`src/rtl/cmem_arbiter.sv`:
```
// cmem_arbiter: shares one asynchronous 16-bit memory between three requesters.
//   display  (DSP_*) : read-only line-fetch port, highest priority, never preempted
//   capture  (CAP_*) : write-only port
//   CPU      (CPU_*) : read/write port; outranks capture once it has waited STARVE_MAX cycles
// Every access is 1 SETUP + ACC_CYC STROBE + 1 HOLD cycle. Requests are level
// and are sampled in IDLE and in HOLD, so a held request gets back-to-back accesses.
// Ports:
//   CLK, RST                       clock, synchronous active-high reset
//   DSP_REQ/ADDR, DSP_RDATA/VALID  display read request and returned data
//   CAP_REQ/ADDR/WDATA, CAP_ACK    capture write request and completion
//   CPU_REQ/WE/ADDR/WDATA, CPU_RDATA/ACK  CPU request and completion
//   MEM_*                          memory bus (strobes active-low), MEM_DRV = data-bus drive enable
//   GRANT                          current owner: 00 none, 01 display, 10 capture, 11 CPU
//
// state  | meaning
// IDLE   | no access in progress, bus released, requests sampled
// SETUP  | address/data/direction presented, chip enabled
// STROBE | nOE (read) or nWE (write) asserted for ACC_CYC cycles
// HOLD   | strobe released, ACK/VALID pulses, requests sampled for the next access
module cmem_arbiter #(
  parameter int ACC_CYC    = 4,
  parameter int STARVE_MAX = 63
) (
  input  logic        CLK,
  input  logic        RST,
  input  logic        DSP_REQ,
  input  logic [23:1] DSP_ADDR,
  output logic [15:0] DSP_RDATA,
  output logic        DSP_VALID,
  input  logic        CAP_REQ,
  input  logic [23:1] CAP_ADDR,
  input  logic [15:0] CAP_WDATA,
  output logic        CAP_ACK,
  input  logic        CPU_REQ,
  input  logic        CPU_WE,
  input  logic [23:1] CPU_ADDR,
  input  logic [15:0] CPU_WDATA,
  output logic [15:0] CPU_RDATA,
  output logic        CPU_ACK,
  output logic [23:1] MEM_ADDR,
  output logic [15:0] MEM_DOUT,
  input  logic [15:0] MEM_DIN,
  output logic        MEM_DRV,
  output logic        MEM_nCE,
  output logic        MEM_nOE,
  output logic        MEM_nWE,
  output logic [1:0]  GRANT
);

  localparam int SW = ($clog2(STARVE_MAX + 1) > 6) ? $clog2(STARVE_MAX + 1) : 6;

  localparam logic [1:0] G_NONE = 2'b00;
  localparam logic [1:0] G_DSP  = 2'b01;
  localparam logic [1:0] G_CAP  = 2'b10;
  localparam logic [1:0] G_CPU  = 2'b11;

  typedef enum logic [1:0] {IDLE, SETUP, STROBE, HOLD} state_t;

  state_t        state_q, state_d;
  logic [3:0]    cnt_q;
  logic [1:0]    grant_q;
  logic [1:0]    pick;
  logic          we_q;
  logic [23:1]   addr_q;
  logic [15:0]   dout_q;
  logic [15:0]   dsp_rdata_q;
  logic [15:0]   cpu_rdata_q;
  logic [SW-1:0] starve_cnt;
  logic          sample;
  logic          last_strobe;
  logic          cpu_starved;

  assign sample      = (state_q == IDLE) || (state_q == HOLD);
  assign last_strobe = (state_q == STROBE) && (cnt_q == 4'(ACC_CYC - 1));
  assign cpu_starved = (starve_cnt == SW'(STARVE_MAX));

  // Display always wins; a starved CPU jumps ahead of capture only.
  always_comb begin
    pick = G_NONE;
    if (DSP_REQ)                      pick = G_DSP;
    else if (CPU_REQ && cpu_starved)  pick = G_CPU;
    else if (CAP_REQ)                 pick = G_CAP;
    else if (CPU_REQ)                 pick = G_CPU;
  end

  // State register
  always_ff @(posedge CLK) begin
    if (RST) state_q <= IDLE;
    else     state_q <= state_d;
  end

  // Next-state logic
  always_comb begin
    state_d = state_q;
    case (state_q)
      IDLE:    if (pick != G_NONE) state_d = SETUP;
      SETUP:   state_d = STROBE;
      STROBE:  if (last_strobe) state_d = HOLD;
      HOLD:    state_d = (pick != G_NONE) ? SETUP : IDLE;
      default: state_d = IDLE;
    endcase
  end

  // Datapath: grant/address/data latch, strobe counter, read capture, starve counter
  always_ff @(posedge CLK) begin
    if (RST) begin
      cnt_q       <= '0;
      grant_q     <= G_NONE;
      we_q        <= 1'b0;
      addr_q      <= '0;
      dout_q      <= '0;
      dsp_rdata_q <= '0;
      cpu_rdata_q <= '0;
      starve_cnt  <= '0;
    end else begin
      // Counter runs only in STROBE, so it is back at zero on every SETUP.
      if (state_q == STROBE) cnt_q <= cnt_q + 4'd1;
      else                   cnt_q <= '0;

      if (sample) begin
        grant_q <= pick;
        case (pick)
          G_DSP: begin
            addr_q <= DSP_ADDR;
            dout_q <= '0;
            we_q   <= 1'b0;
          end
          G_CAP: begin
            addr_q <= CAP_ADDR;
            dout_q <= CAP_WDATA;
            we_q   <= 1'b1;
          end
          G_CPU: begin
            addr_q <= CPU_ADDR;
            dout_q <= CPU_WE ? CPU_WDATA : 16'h0000;
            we_q   <= CPU_WE;
          end
          default: ;
        endcase
      end

      if (last_strobe && !we_q) begin
        if (grant_q == G_DSP) dsp_rdata_q <= MEM_DIN;
        if (grant_q == G_CPU) cpu_rdata_q <= MEM_DIN;
      end

      // Counts only while the CPU is actually waiting on someone else.
      if (!CPU_REQ)
        starve_cnt <= '0;
      else if ((sample && pick == G_CPU) || grant_q == G_CPU)
        starve_cnt <= '0;
      else if (!cpu_starved)
        starve_cnt <= starve_cnt + 1'b1;
    end
  end

  // Output logic
  always_comb begin
    MEM_nCE   = (state_q == IDLE);
    MEM_DRV   = (state_q != IDLE) && we_q;
    MEM_nWE   = !((state_q == STROBE) && we_q);
    MEM_nOE   = !(((state_q == SETUP) || (state_q == STROBE)) && !we_q);
    DSP_VALID = (state_q == HOLD) && (grant_q == G_DSP);
    CAP_ACK   = (state_q == HOLD) && (grant_q == G_CAP);
    CPU_ACK   = (state_q == HOLD) && (grant_q == G_CPU);
    GRANT     = grant_q;
    MEM_ADDR  = addr_q;
    MEM_DOUT  = dout_q;
    DSP_RDATA = dsp_rdata_q;
    CPU_RDATA = cpu_rdata_q;
  end

endmodule

```
`config.mk`:
```
export PLATFORM = sky130hd
export DESIGN_NAME = cmem_arbiter
export DESIGN_NICKNAME = d
export VERILOG_FILES = /design/src/rtl/cmem_arbiter.sv
export SDC_FILE = /design/constraint.sdc
export NUM_CORES = 1
export LEC_CHECK = 0
export CAP_MARGIN = 5
export CORE_ASPECT_RATIO = 0.8
export CORE_UTILIZATION = 38
export CTS_BUF_LIST = sky130_fd_sc_hd__clkbuf_2 sky130_fd_sc_hd__clkbuf_4 sky130_fd_sc_hd__clkbuf_8
export CTS_CLUSTER_SIZE = 24
export DETAILED_ROUTE_END_ITERATION = 6
export PLACE_DENSITY = 0.78
export SLEW_MARGIN = 10
export SYNTH_ARGS = -nofsm -noshare
export SYNTH_HDL_FRONTEND = slang
export SYNTH_SLANG_ARGS = --single-unit
```
`constraint.sdc`:
```
create_clock -name CLK -period 2.1 [get_ports CLK]
set_clock_uncertainty 0.05 [all_clocks]
set_input_delay 0.42 -clock CLK [delete_from_list [all_inputs] [get_ports CLK]]
set_output_delay 0.42 -clock CLK [all_outputs]
set_load 0.02 [all_outputs]
```
==> results of run 1 <==
## worst max-delay path by stage
stage / start / end / depth (start not counted)
after CTS: state_q[0] / MEM_DOUT[9] / 7
after global placement: CAP_REQ / MEM_DOUT[11] / 6
after detailed placement: CAP_REQ / MEM_DOUT[9] / 6
final: cnt_q[0] / DSP_RDATA[1] / 5
after floorplan: state_q[1] / MEM_DOUT[10] / 7
after global routing: state_q[1] / DSP_VALID / 5
## per-stage QoR
step                      total power [uW]  hold WS [ns]  worst slack (ns)  setup TNS, ns  instance area (sq um)
after floorplan                       3910         0.368            0.0311              0                   4110
after global placement                5170         0.376           -0.0116        -0.0761                   6370
after detailed placement              5290         0.390            -0.102          -1.24                   6370
after CTS                             6470         0.407           0.00729              0                   6560
after global routing                  6910         0.391           0.00225              0                   6590
final                                 6520         0.376            0.0865              0                   6590
## state kept, by name, indices dropped and copies added (netlist names)
| signal | cells |
|---|---|
| DSP_RDATA | 16 |
| cnt_q | 4 |
| we_q | 1 |
| GRANT | 2 |
| state_q | 2 |
| MEM_ADDR | 23 |
| CPU_RDATA | 16 |
| MEM_DOUT | 16 |
| starve_cnt | 6 |
## final cells by class
class	instances	area (sq um)
well taps	140	175
fillers	864	3770
inverters	7	26.3
flip-flops and latches	86	1720
multi-input cells	332	2220
repair buffers	224	2250
clock buffers	10	131
clock inverters	6	70.1
## placed cells by master (no fill, tap or decap), types with 2 or more instances in the layout
| cell type | netlist | final |
|---|---|---|
| a21oi_1 | 28 | 28 |
| clkbuf_8 | 0 | 9 |
| o21ai_0 | 25 | 25 |
| xor2_1 | 2 | 2 |
| a22o_1 | 17 | 17 |
| buf_12 | 0 | 6 |
| inv_1 | 7 | 7 |
| a211oi_1 | 25 | 25 |
| mux2i_1 | 34 | 34 |
| inv_6 | 0 | 2 |
| ha_1 | 5 | 2 |
| dfxtp_2 | 0 | 2 |
| dfxtp_1 | 86 | 84 |
| clkdlybuf4s15_1 | 0 | 3 |
| buf_4 | 1 | 16 |
| clkdlybuf4s50_1 | 0 | 194 |
| and3_1 | 2 | 2 |
| xnor2_1 | 2 | 2 |
| nand2b_1 | 4 | 4 |
| ha_2 | 0 | 2 |
| a21o_1 | 16 | 16 |
| nor2_1 | 46 | 45 |
| nor3_1 | 3 | 3 |
| nand2_1 | 32 | 32 |
| a31oi_1 | 23 | 23 |
| dlygate4sd2_1 | 0 | 3 |
| o2bb2ai_1 | 23 | 23 |
| nand3_1 | 5 | 5 |
| clkinvlp_4 | 0 | 3 |
| nor2b_1 | 25 | 25 |
## layer usage
| metal | global-route usage (%) | up-vias | part of all wire (%) |
|---|---|---|---|
| met5 | 0 | - | 0 |
| li1 | - | 2075 | - |
| met2 | 41.5 | 186 | 48 |
| met3 | 6.04 | 31 | 5.7 |
| met1 | 27.7 | 2014 | 43 |
| met4 | 10.8 | 0 | 2.8 |
## cell families (layout without fill, tap and decap cells)
kind of cell | count (synthesis) | in the layout
buffers and inverters | 44 | 247
AO/OA/AOI/OAI | 164 | 164
AND/OR/NAND/NOR | 125 | 125
adder cells (fa/ha/maj) | 5 | 5
multiplexers | 34 | 34
XOR/XNOR | 4 | 4
flip-flops | 86 | 86
## critical path, cell delays in order (launching register included)
cell     delay, ns
dfxtp_2       0.35
ha_2          0.19
or3b_4        0.42
or4_4         0.61
mux2i_1       0.23
nor2_1        0.06
## where the power goes
group / internal, uW / leakage (uW) / switching (uW)
clock network: 572 / 0.0000929 / 632
registers: 1930 / 0.000701 / 174
logic: 1490 / 0.00180 / 1720
total: 3990 / 0.00259 / 2520
## what timing repair did
item / in CTS / in global routing
endpoints found under the setup margin: 7 / 27
gates resized for setup: 7 / 12
hold buffers: 0 / 0
hold endpoints to repair: 0 / 0
==> summary.md, run 1 <==
| Metric | Value |
|---|---|
| Normalized max-slew margin | 67.1% |
| Root Buffer | clkbuf_8 |
| Drt pass-1 iters | 4 |
| Syn_area_per_cell | 8.89 sq um |
| Chip width | 118 um |
| Final period util | 95.9% |
| Routed WL | 13300 um |
| Seq cells post-synth | 86 |
| Static leakage | 0.00259 uW |
| Fin cells | 805 |
| Reg2reg path depth | 5 |
| Synth Cell Area | 4110 sq um |
| Max_cap viols | 0 |
| Dominant cells by area after synthesis | dfxtp_1, mux2i_1, o2bb2ai_1 |
| RSZ-0062 raised after global routing | false |
| Total GRT Usage | 23.8% |
| Core ar. | 10400 sq um |
| Worst slew pin tran | 0.493 ns |
| Post-route DRC | 0 |
| Htree depth | 3 |
| R2r setup slk | 0.09 ns |
| Yosys warns | 0 |
| PortBufs | 202 |
| Number of synthesized flops with an enable pin | 0 |
| Iter 0 DRT Violations | 335 |
| First-pass GRT wire length | 21300 um |
| Ratio of cells with drive above 1 in the final layout | 8.27% |
| Initial antenna violation count | 0 |
| Clk slew on worst S/H paths | 0.09 ns |
| Core Util, Final | 63.6% |
| Final hold violation count | 0 |
| Main combinational cell family by area after synthesis | compound AO/OA/AOI/OAI gates |
| Post-Synth Simple-Gate Area | 14.8% |
| Share of synthesized registers carrying an async set or reset | 0% |
| Min-delay src | cnt_q[0] |
| VDD IR max | 0.597 mV |
| DR vias/cell | 5.35 |
| Diodes inserted | 0 |
| Post-DP HPWL | 9620 um |
| Skew-Pair Late Insertion Delay | 0.35 ns |
| PwrDens | 988 nW/um^2 |
| Adder-cell share of the synthesized area | 1.52% |
| Antenna-violating nets left | 0 |
| Hold WC Path Type | flip-flop to flip-flop |
| CTS tree | built |
| Routability cong. | 0.854 |
| Die area | 11200 sq um |
| Register area share after synthesis | 41.9% |
| Final number of setup-violating endpoints | 0 |
| Fmax | 0.497 GHz |
| CP endpoint kind | flip-flop |
| Drt wl/cell | 16.5 um |
| Crit Path Class | flip-flop to flip-flop |
| Xor-xnor portion of the synthesized cell area | 0.853% |
| Placed cell count | 789 |
| Largest net degree at the start of global routing | 45 |
| Cells after synthesis | 462 |
| Slew Limit Fails | 0 |
| Area share of the largest cell type after synthesis | 41.9% |
| Post-CTS setup buffers | 0 |
| Final-stage net count | 788 |
| Initial core utilization | 39.6% |
| Yosys cell types | 41 |
| R2R Path End | DSP_RDATA[1] |
| Status | completed |
| Main flop type after synthesis | dfxtp_1 |
| Most numerous cell in the Yosys netlist | dfxtp_1 |
| Crit path required time | 2.28 ns |
| Clk sink count | 86 |
| Crit path DAT | 2.20 ns |
| Synth cell count leaders | dfxtp_1, nor2_1, mux2i_1 |
| Mux share of post-synthesis cell area | 8.29% |
| CTS Buf Count | 9 |
| Grt ovf | 0 |
| CTS Buffer Depth | 2 |
| Synth area leader | dfxtp_1 |
| Compound-Gate Fraction of Synth Area | 27.7% |
| RR Startpoint | cnt_q[0] |
| Hold path depth | 1 |
| Vias in the first global route | 4435 |
| Die span in y | 95.0 um |
| Area Overhead vs Synth | 60.5% |
| Hold endpoint | cnt_q[0] |
| CP Max Fanout | 16 |
| Setup crit start kind | flip-flop |
| Syn Nets | 590 |
| Period minus WS final | 2.01 ns |
| Routed vias | 4306 |
| IO Pins | 203 |
| Floorplan row count | 33 |
No activity file was read; power rests on OpenSTA's default activity.
==> inputs of run 2 (changes only) <==
--- a/config.mk
+++ b/config.mk
@@ -5,13 +5,16 @@
 export SDC_FILE = /design/constraint.sdc
 export NUM_CORES = 1
 export LEC_CHECK = 0
+export ABC_AREA = 1
 export CAP_MARGIN = 5
 export CORE_ASPECT_RATIO = 0.8
+export CORE_MARGIN = 2
 export CORE_UTILIZATION = 38
 export CTS_BUF_LIST = sky130_fd_sc_hd__clkbuf_2 sky130_fd_sc_hd__clkbuf_4 sky130_fd_sc_hd__clkbuf_8
 export CTS_CLUSTER_SIZE = 24
 export DETAILED_ROUTE_END_ITERATION = 6
 export PLACE_DENSITY = 0.78
+export REMOVE_ABC_BUFFERS = 1
 export SLEW_MARGIN = 10
 export SYNTH_ARGS = -nofsm -noshare
 export SYNTH_HDL_FRONTEND = slang
==> run 2 against run 1 <==
Effect of this change:
- die area grew 5.6%
- sequential share of layout area down 0.078 points
- worst setup slack improved by 0.043 ns
- core utilization fell by 2.5 points
- first-iteration DRC count shrank 39%
- critical path type is now flip-flop to primary output
- area after synthesis grew 1.7%
- flip-flop and latch count unchanged
- critical path depth decreased by 1
- via count rose by 11%
- clock power fell by 7%
- count of clock-buffer cells in the layout did not move
- cell area rose by 0.15%
==> summary.md, run 2 <==
| Metric | Value |
|---|---|
| Status | completed |
| Final setup margin | 0.129 ns (+0.0429 ns) |
| VDD IR max | 0.598 mV (about the same) |
| Syn_area_per_cell | 6.57 sq um (-26%) |
| Slew Limit Fails | 0 (unchanged) |
| Fmax | 0.507 GHz (+2.2%) |
| Max_cap viols | 0 (unchanged) |
| Drt pass-1 iters | 5 (+1) |
| IO Pins | 203 (unchanged) |
| Synth Cell Area | 4180 sq um (+1.7%) |
| Placed cell count | 966 (+22%) |
| Yosys cell types | 27 (-34%) |
| CTS tree | built |
| Chip width | 121 um (+2.5%) |
| Post-route DRC | 0 (unchanged) |
| Grt ovf | 0 (unchanged) |
| Clk pwr share | 17.8% (-0.7 points) |
| Static leakage | 0.00284 uW (+9.6%) |
| Share of synthesized registers carrying an async set or reset | 0% (unchanged) |
| Synth cell count leaders | nand2_1, nor2_1, dfxtp_1 |
| Ratio of cells with drive above 1 in the final layout | 7.16% (-1.1 points) |
| DR vias/cell | 4.87 (-8.9%) |
| Crit path buf inv count | 2 (+2) |
| Die area | 11900 sq um (+5.6%) |
| Cells after synthesis | 636 (+38%) |
| Normalized max-slew margin | 46.8% (-20 points) |
| Floorplan row count | 34 (+3.0%) |
| RSZ-0062 raised after global routing | false |
| CTS Buffer Depth | 2 (unchanged) |
| Fin cells | 982 (+22%) |
| Pint | 3750 uW (-6.0%) |
| CTS Buf Count | 9 (unchanged) |
| Iter 0 DRT Violations | 205 (-39%) |
| Pre-CTS setup slack | -0.00619 ns (+0.0954 ns) |
| Final-stage net count | 961 (+22%) |
| Drt wl/cell | 13.5 um (-18%) |
| Routability cong. | 0.910 (+6.6%) |
| Routed WL | 13300 um (about the same) |
| Post-CTS setup buffers | 0 (unchanged) |
| PwrDens | 943 nW/um^2 (-4.6%) |
| Combinational Power Share | 48.8% (-0.5 points) |
| Clk sink count | 86 (unchanged) |
| CP endpoint kind | primary output |
| Sw Ratio | 39.7% (+0.95 points) |
| Register area share after synthesis | 41.2% (-0.72 points) |
| Skew-Pair Late Insertion Delay | 0.35 ns (about the same) |
| Period minus WS final | 1.97 ns (-0.0429 ns) |
| Most numerous cell in the Yosys netlist | nand2_1 |
| Vias in the first global route | 4472 (+0.83%) |
| Worst slew pin tran | 0.797 ns (+0.304 ns) |
| Die span in y | 97.8 um (+2.9%) |
| Core ar. | 10800 sq um (+4.3%) |
| Diodes inserted | 0 (unchanged) |
| Main flop type after synthesis | dfxtp_1 |
| Crit Path Class | flip-flop to primary output |
| CP Max Fanout | 4 (-12) |
| Synth area leader | dfxtp_1 |
| Most frequent cells in the layout | clkdlybuf4s50_1, nand2_1, nor2_1, dfxtp_1, nand3_1 |
| Antenna-violating nets left | 0 (unchanged) |
| Core Util, Final | 61.1% (-2.5 points) |
| Final period util | 93.8% (-2.0 points) |
| Crit path DAT | 1.50 ns (-0.70 ns) |
| Yosys warns | 0 (unchanged) |
| Hold WC Path Type | input port to flip-flop |
| Area Overhead vs Synth | 58.0% |
| First-pass GRT wire length | 21000 um (-1.4%) |
| Number of synthesized flops with an enable pin | 0 (unchanged) |
| Total GRT Usage | 22.0% (-1.8 points) |
| CP cell instances | inv_1 -> ha_1 -> nor2_1 -> dlygate4sd2_1 |
| Psw | 2470 uW (-2.1%) |
| Largest stage delay on the critical path | 0.39 ns (-0.22 ns) |
| Flop pwr share | 33.4% (+1.1 points) |
| Htree depth | 3 (unchanged) |
| Seq cells post-synth | 86 (unchanged) |
| Final number of setup-violating endpoints | 0 (unchanged) |
| Largest net degree at the start of global routing | 42 (-6.7%) |
| PortBufs | 202 (unchanged) |
| Crit path required time | 1.63 ns (-0.65 ns) |
| Post-DP HPWL | 10000 um (+4.2%) |
| Largest register FFs | 23 (unchanged) |
| Clk slew on worst S/H paths | 0.09 ns (about the same) |
| CP top delay family | buffers and inverters |
| Root Buffer | clkbuf_8 |
| Area share of the largest cell type after synthesis | 41.2% (-0.72 points) |
| Dominant cells by area after synthesis | dfxtp_1, nand2_1, nor2_1 |
| Initial core utilization | 38.7% (-0.96 points) |
| Most common cell after layout, fill and taps aside | clkdlybuf4s50_1 |
| Slowest CP cell | dfxtp_1 |
| Initial antenna violation count | 0 (unchanged) |
| Final hold violation count | 0 (unchanged) |
| Routed vias | 4783 (+11%) |
| Setup crit start kind | flip-flop |
==> run 2: cell types whose count changed in the layout (fill, tap and decap cells not counted), moves of 34 or more <==
cell     change
nand2_1     +97
nor2_1      +81
nand3_1     +63
inv_1       +46
mux2i_1     -34
==> run 2: worst reg2reg max path: cells and delay by family, from the launching register on <==
family / cells / cell delay [ns]
AOI/OAI and AO/OA: 1 / 0.14
buffers and inverters: 5 / 0.60
DFF: 1 / 0.39
and+or+nand+nor: 3 / 0.36
adders and majority gates: 1 / 0.32
==> run 2: routing by layer <==
metal  vias to the layer above  wire (um)  global-route usage, %
li1                       2418          -                      -
met1                      2141       5580                   26.3
met2                       206       6370                   38.0
met3                        18       1130                   6.83
met4                         0        210                   6.19
met5                         -          0                      0
==> run 2: power groups by stage <==
stage	clock [uW]	sequential, uW	combinational, uW
after floorplan	0	2390	1260
after global placement	0	2110	3010
after detailed placement	0	2120	3070
after CTS	1150	2080	3050
after global routing	1220	2120	3320
final	1110	2080	3040
==> run 2: logic make-up (layout without fill, tap and decap cells) <==
group	Yosys count	count (layout)	synth area share, %
XOR/XNOR	2	2	0.419
AO/OA/AOI/OAI	89	89	10.8
flip-flops	86	86	41.2
buffers and inverters	101	303	10.2
adder cells (fa/ha/maj)	5	5	1.50
AND/OR/NAND/NOR	353	353	35.8
==> run 2: repair_timing <==
action	CTS	global route
endpoints found under the setup margin	7	2
hold buffers	0	0
gates resized for setup	7	5
==> run 2: path summary, 6_finish.rpt <==
path	from	end	slack, ns	cells after the start
worst min-delay path	RST	MEM_DOUT[7]	0.31	2
worst max-delay path	state_q[1]	MEM_DRV	0.13	4
worst min register to register	MEM_DOUT[7]	MEM_DOUT[7]	0.41	2
worst max register to register	state_q[1]	MEM_ADDR[12]	0.15	10
==> run 2: per-stage QoR <==
| stage | power (uW) | hold WS [ns] | instance area, sq um | setup TNS (ns) |
|---|---|---|---|---|
| final | 6220 | 0.312 | 6600 | 0 |
| after global routing | 6660 | 0.290 | 6600 | 0 |
| after CTS | 6290 | 0.287 | 6610 | 0 |
| after detailed placement | 5190 | 0.406 | 6430 | -0.00619 |
| after global placement | 5120 | 0.377 | 6430 | 0 |
| after floorplan | 3650 | 0.368 | 3980 | -11.76 |
==> run 2: area by class of cell <==
| class | count | area (sq um) |
|---|---|---|
| Clock buffer | 10 | 138 |
| Clock inverter | 6 | 52.6 |
| Fill cell | 980 | 4200 |
| Inverter | 62 | 233 |
| Multi-Input combinational cell | 449 | 2030 |
| Sequential cell | 86 | 1720 |
| Tap cell | 144 | 180 |
| Timing Repair Buffer | 225 | 2250 |
==> inputs of run 3 (changes only) <==
--- a/config.mk
+++ b/config.mk
@@ -11,7 +11,6 @@
 export CORE_MARGIN = 2
 export CORE_UTILIZATION = 38
 export CTS_BUF_LIST = sky130_fd_sc_hd__clkbuf_2 sky130_fd_sc_hd__clkbuf_4 sky130_fd_sc_hd__clkbuf_8
-export CTS_CLUSTER_SIZE = 24
 export DETAILED_ROUTE_END_ITERATION = 6
 export PLACE_DENSITY = 0.78
 export REMOVE_ABC_BUFFERS = 1
==> results of run 3 <==
Final layout, timing and power as in run 2 (identical DEF).
